<file path="src/rtl/synch_fifo_ext.sv">
// Synchronous FIFO with arbitrary depth, sticky error flags,
// almost-full/empty thresholds and show-ahead or registered read.
module synch_fifo_ext #(
  parameter int FIFO_DEPTH = 128,
  parameter int DW         = 32,
  parameter int AF_THRESH  = FIFO_DEPTH-4,
  parameter int AE_THRESH  = 4,
  parameter bit FWFT       = 1'b1,
  localparam int CW        = $clog2(FIFO_DEPTH+1)
) (
  input  logic          clk,
  input  logic          rst_,
  input  logic          flush,
  input  logic          clr_err,
  input  logic          wr_en,
  input  logic [DW-1:0] data_i,
  input  logic          rd_en,
  output logic [DW-1:0] data_o,
  output logic          valid_o,
  output logic          full,
  output logic          empty,
  output logic          almost_full,
  output logic          almost_empty,
  output logic [CW-1:0] count,
  output logic          overflow,
  output logic          underflow
);

  localparam int PW = $clog2(FIFO_DEPTH);
  localparam logic [PW-1:0] LAST = PW'(FIFO_DEPTH-1);

  logic [DW-1:0] mem [FIFO_DEPTH];
  logic [PW-1:0] wr_ptr;
  logic [PW-1:0] rd_ptr;
  logic [CW-1:0] cnt;
  logic          wr_ok;
  logic          rd_ok;

  function automatic logic [PW-1:0] inc(
    input logic [PW-1:0] p
  );
    return (p == LAST) ? '0 : p + 1'b1;
  endfunction

  assign wr_ok = wr_en & ~full & ~flush;
  assign rd_ok = rd_en & ~empty & ~flush;

  assign count        = cnt;
  assign full         = (cnt == CW'(FIFO_DEPTH));
  assign empty        = (cnt == '0);
  assign almost_full  = (int'(cnt) >= AF_THRESH);
  assign almost_empty = (int'(cnt) <= AE_THRESH);

  always_ff @(posedge clk or negedge rst_) begin
    if (!rst_) begin
      wr_ptr <= '0;
      rd_ptr <= '0;
      cnt    <= '0;
    end else if (flush) begin
      wr_ptr <= '0;
      rd_ptr <= '0;
      cnt    <= '0;
    end else begin
      if (wr_ok) wr_ptr <= inc(wr_ptr);
      if (rd_ok) rd_ptr <= inc(rd_ptr);
      unique case ({wr_ok, rd_ok})
        2'b10:   cnt <= cnt + 1'b1;
        2'b01:   cnt <= cnt - 1'b1;
        default: cnt <= cnt;
      endcase
    end
  end

  // flush suppresses the request, so it can raise no error either
  always_ff @(posedge clk or negedge rst_) begin
    if (!rst_) begin
      overflow  <= 1'b0;
      underflow <= 1'b0;
    end else begin
      overflow  <= (overflow & ~clr_err)
                 | (wr_en & full & ~flush);
      underflow <= (underflow & ~clr_err)
                 | (rd_en & empty & ~flush);
    end
  end

  always_ff @(posedge clk) begin
    if (wr_ok) mem[wr_ptr] <= data_i;
  end

  if (FWFT) begin : g_fwft
    assign data_o  = mem[rd_ptr];
    assign valid_o = ~empty;
  end else begin : g_reg
    logic [DW-1:0] dreg;
    logic          vreg;

    always_ff @(posedge clk or negedge rst_) begin
      if (!rst_) begin
        dreg <= '0;
        vreg <= 1'b0;
      end else begin
        vreg <= rd_ok;
        if (rd_ok) dreg <= mem[rd_ptr];
      end
    end

    assign data_o  = dreg;
    assign valid_o = vreg;
  end

endmodule

</file>
<file path="config.mk">
export PLATFORM = sky130hd
export DESIGN_NAME = synch_fifo_ext
export DESIGN_NICKNAME = d
export VERILOG_FILES = /design/src/rtl/synch_fifo_ext.sv
export SDC_FILE = /design/constraint.sdc
export NUM_CORES = 2
export LEC_CHECK = 0
export CAP_MARGIN = 10
export CORE_MARGIN = 1
export CORE_UTILIZATION = 40
export CTS_BUF_LIST = sky130_fd_sc_hd__clkbuf_16
export DETAILED_ROUTE_END_ITERATION = 16
export PLACE_DENSITY = 0.6
export SLEW_MARGIN = 30
export SYNTH_ARGS = -nofsm -noshare
export SYNTH_HDL_FRONTEND = slang
export SYNTH_SLANG_ARGS = --single-unit
export TNS_END_PERCENT = 1
</file>
<file path="constraint.sdc">
create_clock -name clk -period 13.83 [get_ports clk]
set_input_delay 2.766 -clock clk [delete_from_list [all_inputs] [get_ports clk]]
set_output_delay 2.766 -clock clk [all_outputs]
set_load 0.005 [all_outputs]
</file>
# Yosys cells after proc, flatten, opt, wreduce, memory -nomap -nowiden
# Memories as Yosys holds them, arrays and structs flattened.
# Index checks and enable logic that the tools add are counted.
# word_totals
ff_bits	24
mem_bits_rw	4096
elab_cells	47
memories	1
# classes
add_sub_neg	4
magnitude_cmp	2
eq_ne	5
n_mux	10
bitwise	16
reduce_logical	4
# memory_table
memory	depth	word_bits	read_ports	rd_ports_with_merged_regs	write_ports	line_no	text
mem	128	32	1	0	1	32	logic [DW-1:0] mem [FIFO_DEPTH];
# op_table
cell	n
$mux 7	6
$pmux 8 s2	1
$add 7x1->7 const B	2
$eq 7x7->1 const B	2
$and 1x1->1	10
$add 8x1->8 const B	1
$eq 8x8->1 const B	1
$ge 8x7->1 const B	1
$le 8x3->1 const B	1
$logic_not 8->1	1
$mux 8	1
$sub 8x1->8 const B	1
$not 1->1	4
$reduce_bool 2->1	2
$reduce_bool 3->1	1
$eq 2x1->1 const B	1
$eq 2x2->1 const B	1
$mux 1	2
$or 1x1->1	2

# Depth between registers and ports, before layout
# logic_depth
word_depth	7
depth_mapped	13
ltp_nobuf	11

# Worst setup path before layout
# No wires, ideal clock.
# synth_path
kind	input port to flip-flop
from	input flush
to	memory mem[69][0], enable pin
t_arrival_ns	7.079
slack_ns	6.248
stages	5
path_cell_list	clkbuf_1 nand2b_1 a31oi_1 nand3_1 nor4bb_1
# synth_via
elab_chain_len	4
# synth_lines
element	line_no	text
start, declared	13	input logic flush,
$not 1->1	45	assign wr_ok = wr_en & ~full & ~flush;
$and 1x1->1	45	
$mux 1	88	if (wr_ok) mem[wr_ptr] <= data_i;
$mux 1 (not written as such)	88	
end, declared	32	
# Every way passes these cells.

# Worst setup path after layout
# layout_path
from	register rd_ptr[0]
to	output data_o[25]
# layout_via
elab_chain_len	1
# layout_lines
element	line_no	text
start, declared	34	logic [PW-1:0] rd_ptr;
start signal, assigned	65	if (rd_ok) rd_ptr <= inc(rd_ptr);
$mem_v2 128x32	-	
end, declared	18	output logic [DW-1:0] data_o,
# Every way passes these cells.

==> flow_summary_export.csv <==
group,metric,value,unit
die,core-area,393000,µm²
logic_synthesis,synthTopCellsByArea,"edfxtp_1 78%, mux4_2 12%, mux2i_1 3.3%",
clocking,clock_latency,1.00,ns
placed_design,place_hpwl,268000,µm
layout,layout-drive-gt1-share,24.7,%
logic_synthesis,syn_inst,7258,
timing,fin_tns_setup,0,ns
timing,rsz0062_at_grt,"false",
drt,routed_wl,470000,µm
timing,fmax,103,MHz
drt,drc_errors,0,
die,ios,85,
power_and_ir_drop,power.total,29900,µW
drt,num_vias,79600,
hold_path,min_path_type,"reg2reg",
worst_setup_path,critPathMaxFanout,78,
logic_synthesis,yosysWarnings,0,
timing,setup_viol,0,
worst_setup_path,cp-end-kind,"output pin",
worst_setup_path,cp_data_arrival_time,6.91,ns
placed_design,portBuffers,84,
logic_synthesis,netlist.area_leader.share,77.8,%
timing,relSlewSlack,27.8,%
logic_synthesis,synthesis.area,158000,µm²
placed_design,gp_congestion,0.896,
drt,wl_per_cell,35.5,µm
die,initial_core_util,40.2,%
logic_synthesis,ys_ff_latch,4120,
layout,area_growth,14.1,%
timing,worst_slew_pin_slew,1.05,ns
logic_synthesis,synth_area_per_cell,21.8,µm²
clocking,htreeDepth,5,
timing,min_period,9.67,ns
logic_synthesis,yosysUniqueCellTypes,71,
die,core.rowCount,230,
drt,dr.pass1.iters,6,
drt,drt_iter0_markers,11400,
clocking,clkSinkCount,4120,
worst_setup_path,reg2reg_slack,9.65,ns
logic_synthesis,yosys.area.top_type,"edfxtp_1",
clocking,ctsRootBufferMaster,"clkbuf_16",
logic_synthesis,syn_nets,7302,
power_and_ir_drop,p_leak,0.0541,µW
clocking,cts_tree,"done",
power_and_ir_drop,peakVddDrop,0.000125,V
power_and_ir_drop,power_density,166,nW/µm²
timing,skew,0.0515,ns
logic_synthesis,synthArstFlopShare,0.583,%
clocking,hold_buffers,0,
global_route,grt_remaining_overflow,0,
layout,multiInputGateArea,33400,µm²
layout,layout.nets,7699,
clocking,numCtsBuffers,422,
drt,drtAntennaViolNets,0,
timing,fin_crit_sh,69.9,%
job,max-cap-violations,0,
worst_setup_path,r2r_cells,10,
clocking,ctsLongestPathBuffers,4,
global_route,grt_max_degree,111,
drt,avgViaCountPerCell,6.01,
logic_synthesis,yosysMostFrequentCell,"edfxtp_1",
logic_synthesis,synth_edf_count,4096,
hold_path,hold_depth,1,
hold_path,min_to,"overflow",
clocking,cts_resized,0,
run_status,status,"finished clean",
die,die_w,631,µm
logic_synthesis,synthTopCellsByCount,"4096 x edfxtp_1, 834 x mux4_2, 518 x mux2i_1",
clocking,post_cts_buffers,0,
global_route,grt_pass1_wl,645000,µm
worst_setup_path,crit_type,"reg2out",
global_route,grt_pass1_vias,78500,
worst_setup_path,rr_endpoint,"rd_ptr[5]",
worst_setup_path,worstPathRequired,11.06,ns
logic_synthesis,synth-seq-area-share,78.2,%
logic_synthesis,ys.flop_type,"edfxtp_1",
clocking,clk_pin_slew,0.06,ns
worst_setup_path,r2r-start,"rd_ptr[1]",
timing,slew_viol_final,0,
worst_setup_path,startpoint_type,"flip-flop",
hold_path,hp-start,"overflow",
global_route,antenna_found_initial,31,
global_route,track_usage,23.3,%
timing,hold_violations,0,
die,die_area,398000,µm²
layout,regArea,124000,µm²
die,die_h,631,µm
layout,n_fill_cell,32300,
[worst max-delay path, stage by stage, from the launching register on]
cell	delay, ns
dfrtp_4	0.79
buf_12	0.51
nor2b_4	0.63
buf_4	0.72
buf_4	0.43
a22oi_1	0.16
nand3_1	0.15
nand4_1	0.49
nor3_2	0.87
o311ai_2	0.24
buf_4	0.24
clkdlybuf4s50_1	0.46
[cells by family (layout without fill, tap and decap cells)]
logic type                 Yosys count  in the layout  share of synthesized area [%]
xor gates and xnor gates            11             11                         0.0609
buffers and inverters              417           1164                           1.45
muxes                             1360           1360                           15.2
DFF                               4120           4120                           78.2
adders and majority gates            6              6                         0.0475
and+or+nand+nor                    642            642                           1.93
AOI/OAI and AO/OA                  702            702                           3.10
other                                0             14                              0
[power breakdown]
group	switching (µW)	total (µW)	internal, µW
combinational	2740	4930	2190
clock	4820	11100	6320
sequential	79.2	13800	13800
[area by class of cell]
| type | count | share of cell area (%) |
|---|---|---|
| Tap cell | 5220 | 3.62 |
| Sequential cell | 4120 | 68.5 |
| Multi-Input combinational cell | 2721 | 18.5 |
| Timing Repair Buffer | 382 | 1.81 |
| Clock buffer | 431 | 5.98 |
| Antenna cell | 14 | 0.0194 |
| Inverter | 8 | 0.0166 |
| Clock inverter | 343 | 1.50 |
[routing by layer]
| metal | vias to the layer above | track usage [%] | routed length [µm] |
|---|---|---|---|
| met5 | - | 0 | 49 |
| met4 | 6 | 10.3 | 23600 |
| met3 | 771 | 4.18 | 41200 |
| met2 | 4161 | 37.6 | 225000 |
| met1 | 43100 | 31.2 | 180000 |
| li1 | 31500 | - | - |
[sequential cells by signal (all words and copies together), names as in the netlist]
| signal | count |
|---|---|
| wr_ptr | 7 |
| underflow | 1 |
| overflow | 1 |
| mem | 4096 |
| rd_ptr | 7 |
| count | 8 |
[cells in the final DEF (no fill, tap or decap), types with 10 or more instances in the layout]
cell type        netlist  layout
nor2_1               189      53
o21ai_0               47      43
nor3_2                 1      12
mux4_2               834     834
a221oi_1              34      34
mux2i_1              518     511
buf_4                 94     303
a31oi_1               11      10
buf_6                 24      12
o22ai_1               52      52
clkinv_2               0      90
nand2_1              133     131
clkinvlp_4             0      14
and2_1                12      11
nor3_1                24      13
clkinv_1               1     104
diode_2                0      14
a211oi_1              23      16
a22oi_1              343     342
nor2b_1               38      32
a21oi_1              123     123
nand3_1              146     143
dfrtp_1               24      17
a22o_1                21      21
nor2_4                 0     128
nand4_1               37      37
edfxtp_1            4096    4096
clkbuf_16              0     431
bufinv_16              0      36
inv_1                  7      78
nand2b_1              15      14
buf_12                 0      11
clkdlybuf4s50_1        0      52
[per-stage QoR]
stage | worst slack [ns] | cell area, µm² | std cells | hold slack (ns) | util, %
floorplan | 6.25 | 158000 | 7258 | 0.479 | -
global placement | 3.35 | 166000 | 12400 | 0.494 | 42.4
detailed placement | 5.13 | 167000 | 12400 | 0.481 | 42.5
CTS | 4.04 | 180000 | 13200 | 0.495 | 45.9
global route | 3.98 | 180000 | 13200 | 0.527 | 45.9
finish | 4.16 | 180000 | 13200 | 0.496 | 45.9
[how the worst max path moves through the flow]
| stage | start | to | slack, ns | cells past startpoint |
|---|---|---|---|---|
| finish | rd_ptr[0] | data_o[25] | 4.16 | 11 |
| global route | rd_ptr[0] | data_o[25] | 3.98 | 11 |
| CTS | rd_ptr[0] | data_o[8] | 4.04 | 9 |
| global placement | rd_ptr[0] | data_o[18] | 3.35 | 10 |
| floorplan | flush | mem[69][0] | 6.25 | 5 |
| detailed placement | rd_ptr[0] | data_o[8] | 5.13 | 9 |
Note: power is estimated with default switching activity, not from simulation.
